--- src/rtl/fifo_rd_stream_pkg.sv ---
// Shared types and constants for the FIFO read-side stream stage.
package fifo_pkg;

  localparam int OUT_BUF_DEPTH = 2;

  typedef logic [1:0] buf_cnt_t;

  // Legal values for RD_LATENCY.
  localparam int RD_LAT_COMB = 0;
  localparam int RD_LAT_REG  = 1;

endpackage

--- src/rtl/fifo_rd_stream_if.sv ---
// FIFO read port plus downstream stream; master is the fifo_rd_stream side.
interface fifo_rd_stream_if #(
  parameter int DATA_WIDTH = 8
);
  // Stream handshake: a word transfers on a rising edge where o_Valid and
  // i_Ready are both high; once o_Valid is raised, o_Valid and o_Data hold
  // until that transfer, and i_Ready may depend on nothing from this side.
  logic                  i_Fifo_Empty;
  logic [DATA_WIDTH-1:0] i_Fifo_Data;
  logic                  o_Rd_En;
  logic                  o_Valid;
  logic [DATA_WIDTH-1:0] o_Data;
  logic                  i_Ready;

  modport master (
    input  i_Fifo_Empty, i_Fifo_Data, i_Ready,
    output o_Rd_En, o_Valid, o_Data
  );

  modport slave (
    output i_Fifo_Empty, i_Fifo_Data, i_Ready,
    input  o_Rd_En, o_Valid, o_Data
  );
endinterface

--- src/rtl/fifo_out_buf.sv ---
// Two-entry circular output buffer: tail write, head pop, occupancy count.
module fifo_out_buf
  import fifo_pkg::*;
#(
  parameter int DATA_WIDTH = 8
) (
  input  logic                  clk,
  input  logic                  reset,
  input  logic                  wr_en,
  input  logic [DATA_WIDTH-1:0] wr_data,
  input  logic                  pop,
  output logic                  valid,
  output logic [DATA_WIDTH-1:0] head,
  output buf_cnt_t              count
);

  logic [DATA_WIDTH-1:0] entry [OUT_BUF_DEPTH];
  logic                  wr_ptr;
  logic                  rd_ptr;
  buf_cnt_t              cnt;

  // Entries are cleared on reset so the head reads zero until the first write.
  always_ff @(posedge clk) begin
    if (reset) begin
      wr_ptr <= 1'b0;
      rd_ptr <= 1'b0;
      cnt    <= '0;
      for (int i = 0; i < OUT_BUF_DEPTH; i++) entry[i] <= '0;
    end else begin
      if (wr_en) begin
        entry[wr_ptr] <= wr_data;
        wr_ptr        <= ~wr_ptr;
      end
      if (pop) rd_ptr <= ~rd_ptr;
      cnt <= cnt + buf_cnt_t'(wr_en) - buf_cnt_t'(pop);
    end
  end

  assign head  = entry[rd_ptr];
  assign valid = (cnt != '0);
  assign count = cnt;

endmodule

--- src/rtl/fifo_rd_stream.sv ---
// FIFO read-issue and credit logic feeding a 2-entry valid/ready output buffer.
// Optional FIFO_RD_STREAM_STATS_EN adds o_Beat_Count and o_Stall.
module fifo_rd_stream
  import fifo_pkg::*;
#(
  parameter int DATA_WIDTH = 8,
  parameter int RD_LATENCY = RD_LAT_REG
) (
  input  logic             i_Clk,
  input  logic             i_Reset,
  fifo_rd_stream_if.master bus
`ifdef FIFO_RD_STREAM_STATS_EN
  ,
  output logic [31:0]      o_Beat_Count,
  output logic             o_Stall
`endif
);

  logic                  pop;
  logic                  wr_en;
  logic                  in_flight;
  logic                  buf_valid;
  logic [DATA_WIDTH-1:0] buf_head;
  buf_cnt_t              buf_count;
  logic [2:0]            credit;

  assign pop = buf_valid & bus.i_Ready;

  // Words already owned (stored or on their way) after this cycle's pop.
  assign credit = {1'b0, buf_count} + {2'b00, in_flight} - {2'b00, pop};
  assign bus.o_Rd_En = ~bus.i_Fifo_Empty & ~i_Reset & (credit < 3'(OUT_BUF_DEPTH));

  generate
    if (RD_LATENCY == RD_LAT_REG) begin : g_reg_read
      always_ff @(posedge i_Clk) begin
        if (i_Reset) in_flight <= 1'b0;
        else         in_flight <= bus.o_Rd_En;
      end
      assign wr_en = in_flight;
    end else begin : g_comb_read
      assign in_flight = 1'b0;
      assign wr_en     = bus.o_Rd_En;
    end
  endgenerate

  fifo_out_buf #(
    .DATA_WIDTH (DATA_WIDTH)
  ) u_buf (
    .clk     (i_Clk),
    .reset   (i_Reset),
    .wr_en   (wr_en),
    .wr_data (bus.i_Fifo_Data),
    .pop     (pop),
    .valid   (buf_valid),
    .head    (buf_head),
    .count   (buf_count)
  );

  assign bus.o_Valid = buf_valid;
  assign bus.o_Data  = buf_head;

`ifdef FIFO_RD_STREAM_STATS_EN
  logic [31:0] beat_count;
  logic        stall_q;

  always_ff @(posedge i_Clk) begin
    if (i_Reset) begin
      beat_count <= '0;
      stall_q    <= 1'b0;
    end else begin
      if (pop && (beat_count != 32'hFFFF_FFFF)) beat_count <= beat_count + 32'd1;
      stall_q <= buf_valid & ~bus.i_Ready;
    end
  end

  assign o_Beat_Count = beat_count;
  assign o_Stall      = stall_q;
`endif

endmodule
--- src/flat_wrapper.sv ---
// flat-port wrapper written by rule: the top's interface ports become plain ports
module fifo_rd_stream_flat import fifo_pkg::*;
#(
  parameter int DATA_WIDTH = 8,
  parameter int RD_LATENCY = RD_LAT_REG
)
  (i_Clk, i_Reset, bus_i_Fifo_Empty, bus_i_Fifo_Data, bus_i_Ready, bus_o_Rd_En, bus_o_Valid, bus_o_Data);
  fifo_rd_stream_if #(.DATA_WIDTH(DATA_WIDTH)) bus_i ();
  input  logic i_Clk;
  input  logic i_Reset;
  input wire logic [$bits(bus_i.i_Fifo_Empty)-1:0] bus_i_Fifo_Empty;
  input wire logic [$bits(bus_i.i_Fifo_Data)-1:0] bus_i_Fifo_Data;
  input wire logic [$bits(bus_i.i_Ready)-1:0] bus_i_Ready;
  output wire logic [$bits(bus_i.o_Rd_En)-1:0] bus_o_Rd_En;
  output wire logic [$bits(bus_i.o_Valid)-1:0] bus_o_Valid;
  output wire logic [$bits(bus_i.o_Data)-1:0] bus_o_Data;
  assign bus_i.i_Fifo_Empty = bus_i_Fifo_Empty;
  assign bus_i.i_Fifo_Data = bus_i_Fifo_Data;
  assign bus_i.i_Ready = bus_i_Ready;
  assign bus_o_Rd_En = bus_i.o_Rd_En;
  assign bus_o_Valid = bus_i.o_Valid;
  assign bus_o_Data = bus_i.o_Data;
  fifo_rd_stream #(.DATA_WIDTH(DATA_WIDTH), .RD_LATENCY(RD_LATENCY)) u_core (.i_Clk(i_Clk), .i_Reset(i_Reset), .bus(bus_i));
endmodule
--- config.mk ---
export PLATFORM = sky130hd
export DESIGN_NAME = fifo_rd_stream_flat
export DESIGN_NICKNAME = d
export VERILOG_FILES = /design/src/rtl/fifo_rd_stream_pkg.sv /design/src/rtl/fifo_rd_stream_if.sv /design/src/rtl/fifo_out_buf.sv /design/src/rtl/fifo_rd_stream.sv /design/src/flat_wrapper.sv
export SDC_FILE = /design/constraint.sdc
export NUM_CORES = 1
export LEC_CHECK = 0
export CAP_MARGIN = 5
export CORE_MARGIN = 4
export CORE_UTILIZATION = 25
export CTS_CLUSTER_DIAMETER = 120
export DETAILED_ROUTE_END_ITERATION = 8
export PLACE_DENSITY_LB_ADDON = 0.08
export RECOVER_POWER = 100
export SYNTH_ARGS = -nofsm -noshare
export SYNTH_HDL_FRONTEND = slang
export SYNTH_SLANG_ARGS = --single-unit
--- constraint.sdc ---
create_clock -name i_Clk -period 2.9 [get_ports i_Clk]
set_input_delay 0.435 -clock i_Clk [delete_from_list [all_inputs] [get_ports i_Clk]]
set_output_delay 0.435 -clock i_Clk [all_outputs]
set_load 0.005 [all_outputs]
==> metrics.txt, run 1 <==
status completed; CP max stage cell fa_1; Final Critical Period 2.76 ns; Setup crit end kind primary output; critical path cell sequence clkdlybuf4s50_1 > o21a_4 > ha_1 > inv_1 > ha_1 > fa_1 > nor4_1 > clkbuf_2; Max rail drop VDD between 0.3 and 0.4 mV; reg2reg start u_core.u_buf.count[1]$_SDFF_PP0_; share of cells above drive strength 1 0.160; Max Clk Rate 362 MHz; dpl ws -0.242 ns; H-tree levels 1; antenna violations before repair 0; first drt pass iteration count 4; synthesized instance count 81; final worst slack 0.137 ns; routed vias 641; PwrDens 745 nW/um^2; clk sink count 22; Die W 71.6 um; clock root cell clkbuf_8; CTS tree done; first-pass GRT wire length 3.33 mm; Pwr Total between 900 and 1000 uW; Max stage delay on crit path 0.47 ns; global route total overflow 0; Antenna Cells 0; WS Path Type in -> out; type of the most critical hold path reg -> reg; clock-pin slew on the worst setup and hold paths 0.08 ns; Final nets 122; Worst-Margin Slew about 0.62 ns; Worst-Skew Late Latency 0.26 ns; Post-route DRC 0; I/O pins 22; Worst R2R Setup Slack ~1.0 ns; area leader, netlist edfxtp_1; Mapped Avg Cell Area between 10 and 15 um^2; die height between 70 and 80 um; R2R cell count 6; final hold violations 0; clock skew between 0.001 and 0.0015 ns; cts bufs inserted 3; initial drt markers 17; CP bufs+invs 3; static leakage 0.000499 uW; total track usage 0.0862; Syn-to-layout area delta 30.1%; Clock Path Buffers 2; Setup-failing EPs final 0; hold endpoint u_core.u_buf.wr_ptr$_SDFFE_PP0P_; Setup Fix Bufs, Post-CTS 0; initial core utilization 0.268; RSZ-0062 raised after global routing false; final design utilization 0.348; Detail Placement HPWL ~1.3 mm; Max-cap violations 0; Fin Setup TNS 0 ns; Ys Warns 0; Slew HR 0.587; CP delay by family, top adder cells; Synth Cell Area 1010 um^2; synth unique cells 19; core area 3770 um^2; Hold Startpoint u_core.u_buf.wr_ptr$_SDFFE_PP0P_; drt total wl 1.97 mm; die area just over 5000 um^2; hold bufs inserted after CTS 0; Port Buffer Count 21; CP Data Required Time 2.47 ns; Seq/Total Area, Yosys 0.595; Reg-to-Reg End u_core.in_flight$_SDFF_PP0_; area share of the leading cell type in the synthesized netlist 0.476; Yosys reg bits 22; worst endpoint data arrival time between 2 and 2.5 ns; Worst Setup Start Kind primary input; Row Count 22; top post-synthesis cells by area edfxtp_1 (48%), dfxtp_1 (12%), mux2_2 (8.9%); Final period util 0.953; pin count of the biggest net entering global routing 17; vias per cell 4.16; worst hold path cell count 2; wire per inst 12.8 um; Pins Over Slew Limit 0; Mapped Nets 96; final antenna-violating net count 0; routability congestion estimate 0.619; Max FO, Critical Path 3; number of global-route vias before repair 686; cell mode on critical path ha_1
==> layout by cell type (no fill, tap or decap) <==
cell type / synthesis / final
dlygate4sd3_1: 0 / 10
a21oi_1: 1 / 1
clkdlybuf4s50_1: 0 / 10
nor4_1: 2 / 2
clkbuf_1: 0 / 1
mux2_2: 8 / 8
fa_1: 1 / 1
nor2b_1: 3 / 3
clkinv_1: 0 / 1
ha_1: 2 / 2
nand2_1: 1 / 1
dfxtp_1: 6 / 6
edfxtp_1: 16 / 16
inv_1: 4 / 4
nor2_1: 16 / 16
clkbuf_2: 0 / 1
mux2_1: 0 / 2
xnor2_1: 1 / 1
nor2_2: 1 / 1
buf_4: 1 / 2
nand2b_1: 12 / 12
o21a_4: 1 / 1
or2_2: 1 / 1
clkbuf_8: 0 / 3
==> what timing repair did <==
action	CTS	global route
pin swaps	0	1
endpoints found under the setup margin	1	1
gates resized for setup	1	2
==> worst max-delay path by stage <==
stage               slack [ns]                              from          end  cells after the start
finish                    0.14                       bus_i_Ready  bus_o_Rd_En                      8
global route              0.04                       bus_i_Ready  bus_o_Rd_En                      8
CTS                       0.05                       bus_i_Ready  bus_o_Rd_En                      8
detailed placement       -0.24                       bus_i_Ready  bus_o_Rd_En                      8
global placement         -0.24                       bus_i_Ready  bus_o_Rd_En                      8
floorplan                 0.70  u_core.u_buf.count[1]$_SDFF_PP0_  bus_o_Rd_En                      6
==> final cells by class <==
type                       count  area, um^2
fill                         370        2460
sequential                    22         601
multi-input combinational     52         369
timing repair buffer          24         224
tap                           48        60.1
clock buffer                   3        41.3
inverter                       4        15.0
clock inverter                 1        3.75
==> stage by stage <==
step / cells / hold WS, ns / area, um^2
detailed placement: 150 / 0.478 / 1280
global route: 154 / 0.522 / 1310
CTS: 154 / 0.489 / 1330
finish: 154 / 0.486 / 1310
global placement: 150 / 0.465 / 1280
floorplan: 81 / 0.456 / 1010
==> cells in the mapped netlist <==
cell type	instances
a21oi_1	1
buf_2	2
buf_4	1
dfxtp_1	6
edfxtp_1	16
fa_1	1
ha_1	2
inv_1	4
mux2_2	8
mux2_4	2
nand2_1	1
nand2b_1	12
nor2_1	16
nor2_2	1
nor2b_1	3
nor4_1	2
o21a_4	1
or2_2	1
xnor2_1	1
==> report_power, final <==
part	internal, uW	leakage (uW)	switching [uW]
logic	205	0.000260	132
registers	412	0.000216	40.3
clock network	94.4	0.0000231	95.3
==> sequential cells by signal (all words and copies together) (netlist names), named ones only <==
| name | flops |
|---|---|
| u_core.u_buf.entry | 16 |
| u_core.u_buf.rd_ptr | 1 |
| u_core.in_flight | 1 |
| u_core.u_buf.count | 2 |
| u_core.u_buf.wr_ptr | 1 |
==> worst reg2reg max path, stage by stage (launching register included) <==
cell and delay [ns]:
dfxtp_1 0.33, o21a_4 0.22, ha_1 0.26, inv_1 0.03
ha_1 0.17, fa_1 0.47, nor4_1 0.28
==> cells by family (layout without fill, tap and decap cells) <==
group / after synthesis / after routing / synth area share
mux: 10 / 10 / 0.119
buf+inv: 7 / 32 / 0.0322
compound gates: 2 / 2 / 0.0198
flops: 22 / 22 / 0.595
fa+ha+maj: 3 / 3 / 0.0446
simple gates: 36 / 36 / 0.181
xor+xnor: 1 / 1 / 0.00868
==> routing by layer <==
layer	vias to the layer above	GRT usage	part of all wire
li1	322	-	-
met1	298	0.0982	0.44
met2	17	0.144	0.48
met3	4	0.0238	0.060
met4	0	0.0501	0.019
met5	-	0	0
Power figures use the tool's default switching activity.
==> run 2, diff against run 1 <==
- GPL_ROUTABILITY_DRIVEN: unset -> 0
==> results of run 2 <==
The final DEF is identical to that of run 1; final timing and power are the same.
